## config.mk

```make
export PLATFORM = sky130hd
export DESIGN_NAME = demux14_tdm
export DESIGN_NICKNAME = d
export VERILOG_FILES = /design/src/rtl/demux14_tdm.sv
export SDC_FILE = /design/constraint.sdc
export NUM_CORES = 1
export LEC_CHECK = 0
export BUFFER_PORTS_ARGS = -buffer_cell sky130_fd_sc_hd__buf_2
export CORE_MARGIN = 1
export CORE_UTILIZATION = 35
export CTS_CLUSTER_DIAMETER = 80
export CTS_CLUSTER_SIZE = 28
export DETAILED_ROUTE_END_ITERATION = 12
export SKIP_CTS_REPAIR_TIMING = 1
export SLEW_MARGIN = 20
export SYNTH_ARGS = -nofsm -noshare
export SYNTH_HDL_FRONTEND = slang
export SYNTH_SLANG_ARGS = --single-unit
export TNS_END_PERCENT = 5
```

## constraint.sdc

```tcl
create_clock -name clk -period 2.75 [get_ports clk]
set_input_delay 0.55 -clock clk [delete_from_list [all_inputs] [get_ports clk]]
set_output_delay 0.55 -clock clk [all_outputs]
set_load 0.02 [all_outputs]
```

## src/rtl/demux14_tdm.sv

```systemverilog
// Receive side of the 4:1 TDM link: collects slot beats 0..3 into shadows and
// publishes a full frame with a one-cycle frame_vld. Optional DEMUX_ERRCNT_EN adds err_cnt.
module demux14_tdm #(
  parameter int W = 1
) (
  input  logic         clk,
  input  logic         rst_n,
  input  logic [W-1:0] din,
  input  logic         din_vld,
  input  logic         sync,
  output logic [W-1:0] o0,
  output logic [W-1:0] o1,
  output logic [W-1:0] o2,
  output logic [W-1:0] o3,
  output logic         s1,
  output logic         s0,
  output logic         frame_vld,
  output logic         sync_err,
  output logic         locked
`ifdef DEMUX_ERRCNT_EN
  ,
  output logic [7:0]   err_cnt
`endif
);

  // Handshake: a beat is transferred on any rising edge where din_vld=1; there
  // is no backpressure, so din_vld may stay high every cycle.
  typedef enum logic {IDLE = 1'b0, RUN = 1'b1} state_t;

  state_t       state, state_nxt;
  logic [1:0]   slot, slot_nxt;
  logic [W-1:0] sh0, sh1, sh2;

  logic         take_slot0;
  logic         take_sh1;
  logic         take_sh2;
  logic         frame_done;
  logic         mis_sync;

  // State and slot register; locked is simply the registered RUN state.
  always_ff @(posedge clk) begin
    if (!rst_n) begin
      state     <= IDLE;
      slot      <= 2'd0;
      sh0       <= '0;
      sh1       <= '0;
      sh2       <= '0;
      o0        <= '0;
      o1        <= '0;
      o2        <= '0;
      o3        <= '0;
      frame_vld <= 1'b0;
      sync_err  <= 1'b0;
    end else begin
      state     <= state_nxt;
      slot      <= slot_nxt;
      frame_vld <= frame_done;
      sync_err  <= mis_sync;
      if (take_slot0) sh0 <= din;
      if (take_sh1)   sh1 <= din;
      if (take_sh2)   sh2 <= din;
      if (frame_done) begin
        o0 <= sh0;
        o1 <= sh1;
        o2 <= sh2;
        o3 <= din;
      end
    end
  end

  // Next-state and next-slot decode.
  always_comb begin
    state_nxt = state;
    slot_nxt  = slot;
    if (din_vld) begin
      case (state)
        IDLE: begin
          if (sync) begin
            state_nxt = RUN;
            slot_nxt  = 2'd1;
          end
        end
        RUN: begin
          // A sync anywhere but slot 0 restarts the frame at this beat.
          if (sync && slot != 2'd0) slot_nxt = 2'd1;
          else                      slot_nxt = slot + 2'd1;
        end
        default: state_nxt = IDLE;
      endcase
    end
  end

  // Per-beat actions: shadow writes, frame completion and misalignment flag.
  always_comb begin
    take_slot0 = 1'b0;
    take_sh1   = 1'b0;
    take_sh2   = 1'b0;
    frame_done = 1'b0;
    mis_sync   = 1'b0;
    if (din_vld) begin
      if (state == IDLE) begin
        take_slot0 = sync;
      end else if (sync && slot != 2'd0) begin
        mis_sync   = 1'b1;
        take_slot0 = 1'b1;
      end else begin
        take_slot0 = (slot == 2'd0);
        take_sh1   = (slot == 2'd1);
        take_sh2   = (slot == 2'd2);
        frame_done = (slot == 2'd3);
      end
    end
  end

  assign locked = (state == RUN);
  assign s1     = slot[1];
  assign s0     = slot[0];

`ifdef DEMUX_ERRCNT_EN
  always_ff @(posedge clk) begin
    if (!rst_n)                         err_cnt <= 8'd0;
    else if (mis_sync && err_cnt != 8'hFF) err_cnt <= err_cnt + 8'd1;
  end
`endif

endmodule

```

==> results.txt <==
status -> finished, final reports clean
Worst EP arrival -> 0.87 ns
Logic pwr share -> 8.4%
Leak Pwr -> 0.332 nW
r2r setup slk -> 1.36 ns
largest net degree at the start of global routing -> 11
P_int -> 0.269 mW
port bufs -> 13
final-layout fill cell count -> 150
gr ovfl total -> 0
Post-Syn Nets -> 62
number of diodes -> 0
Initial DRC Count -> 6
family with the most delay on the worst path -> flip-flops
max incr delay on CP -> 0.41 ns
final slew viol count -> 0
Avg Vias per Cell -> 4.76
via count -> 395
pin slew with the least headroom to its limit -> 0.248 ns
Rows -> 13
crit path from -> slot[0]
wire length per cell -> 10.6 um
Synth Register Bits -> 12
clk buf depth -> 2
most frequent cells in the layout -> buf_2 (13), dfxtp_1 (12), nand2_1 (10)
commonest non-fill, non-tap cell in the layout -> buf_2
DPL Wire Length -> 642 um
CTS tree -> done
Worst Setup EP -> s0
final wirelength -> 879 um
Tmin final -> 1.42 ns
Cell Area, Synth -> 523 um2
switch share -> 23.6%
final hold violation count -> 0
Die ar. -> 1650 um2
Flop pwr share -> 51.2%
crit path cell chain -> buf_2
highest ir drop seen on vdd -> 319 uV
clock sink count -> 12
clk_skew -> 0.00287 ns
synth-to-layout area growth -> 20.6%
layout cells sized above 1 -> 27.9%
Yosys top cell area share -> 45.9%
RSZ-0062 raised after global routing -> no
CP Launch Type -> flip-flop
Reg2Reg Depth -> 5
CP bufs+invs -> 1
cts bufs inserted -> 3
gpl congestion -> 0.709
CP Data Required Time -> 2.20 ns
core area -> 1350 um2
die width -> 40.7 um
final net count -> 78
area leader, netlist -> dfxtp_1
root buffer cell -> clkbuf_4
NetSw -> 0.0830 mW
Yosys warnings -> 0
synthesized area per cell -> 9.87 um2
DRC viols -> 0
reg2reg start -> slot[0]
Hold Path Class -> flip-flop to flip-flop
H-tree depth -> 1
initial antenna violation count -> 0
Crit-path slowest cell -> dfxtp_1
Critical Path Sink Type -> output port
cell depth of the worst setup path -> 1
DR pass1 iterations -> 2
Relative slew margins -> 83.3%
register area share after synthesis -> 45.9%
Cells after Synth -> 53
global-route wire length before repair -> 1550 um
crit-path max FO -> 5
Yosys cell types -> 18
global-route usage over all layers -> 15.7%
Chip Height -> 40.7 um
post-route setup TNS -> 0 ns
Initial Util -> 38.7%
boundary pin count -> 14
post-layout util -> 46.7%
Synth area leaders -> dfxtp_1 (46%), mux2i_1 (13%), ha_1 (9.6%), nand2_1 (7.2%), nand3_4 (3.3%)
Max Freq -> 702 MHz
crit path kind -> flip-flop to output port
clk slew on worst S/H paths -> 0.08 ns
terminus of the critical flop-to-flop path -> o0
Clk pwr share -> 40.5%
vias in the first global route -> 361
pwr/cell area -> 559 nW/um2
period utilisation layout -> 51.8%
Clock Latency Late Sink -> 0.28 ns
final setup fails -> 0
Max-cap violations -> 0
hold depth -> 2
final antenna-violating net count -> 0
==> sequential cells by signal, indices dropped and copies added (netlist names) <==
register / cells
frame_vld: 1
locked: 1
o0: 1
o1: 1
o2: 1
o3: 1
sh0: 1
sh1: 1
sh2: 1
slot: 2
sync_err: 1
==> metrics by stage <==
stage	worst slack (ns)	power (mW)	hold slack, ns	instances	area (um2)
finish	1.33	0.352	0.463	83	631
global route	1.25	0.369	0.496	83	631
CTS	1.32	0.359	0.470	83	631
detailed placement	1.39	0.214	0.455	79	594
global placement	1.39	0.214	0.455	79	594
floorplan	1.34	0.205	0.443	53	523
==> metal layers <==
metal  part of all wire (%)  global-route usage, %
met1                     50                   17.3
met2                     43                   23.4
met3                    5.8                   8.15
met4                   0.91                   10.0
met5                      0                      0
==> worst min-delay path by stage <==
stage / startpoint / to / slack (ns)
2_1_floorplan: sh0 / o0 / 0.44
3_3_place_gp: o0 / o0 / 0.45
3_5_place_dp: o0 / o0 / 0.45
4_1_cts: o2 / o2 / 0.47
5_1_grt: sh1 / o1 / 0.50
6_report: o1 / o1 / 0.46
==> synthesized netlist by cell type <==
| master | count |
|---|---|
| dfxtp_1 | 12 |
| nand2_1 | 10 |
| mux2i_1 | 7 |
| ha_1 | 4 |
| inv_1 | 3 |
| nand3_1 | 3 |
| nor2_1 | 3 |
| a21o_1 | 1 |
| a21oi_1 | 1 |
| a32oi_1 | 1 |
| and2_1 | 1 |
| and3_1 | 1 |
| buf_2 | 1 |
| buf_4 | 1 |
| nand3_4 | 1 |
| nor3b_1 | 1 |
| o21ai_0 | 1 |
| or2b_4 | 1 |
==> power by group through the flow <==
stage / registers, mW / logic, mW / clock network (mW)
2_1_floorplan: 0.187 / 0.0182 / 0
3_3_place_gp: 0.184 / 0.0295 / 0
3_5_place_dp: 0.184 / 0.0299 / 0
4_1_cts: 0.180 / 0.0300 / 0.149
5_1_grt: 0.181 / 0.0335 / 0.155
6_report: 0.180 / 0.0294 / 0.143
==> logic make-up after synthesis <==
group | Yosys count | share of synthesized area [%]
AND/OR/NAND/NOR | 21 | 21.5
flip-flops | 12 | 45.9
multiplexers | 7 | 13.4
buffers and inverters | 5 | 4.54
AO/OA/AOI/OAI | 4 | 5.02
adder cells (fa/ha/maj) | 4 | 9.57
==> layout make-up <==
| cell class | instances | area [um2] | area share [%] |
|---|---|---|---|
| Timing Repair Buffer | 13 | 65.1 | 10.3 |
| Tap cell | 15 | 18.8 | 2.98 |
| Inverter | 3 | 11.3 | 1.79 |
| Multi-Input combinational cell | 36 | 259 | 41.1 |
| Clock buffer | 4 | 36.3 | 5.75 |
| Sequential cell | 12 | 240 | 38.1 |
==> worst min-delay path, stage by stage, from the launching register on <==
cell and delay (ns):
dfxtp_1 0.31, nand2_1 0.05, mux2i_1 0.05
No activity file was read; power rests on OpenSTA's default activity.
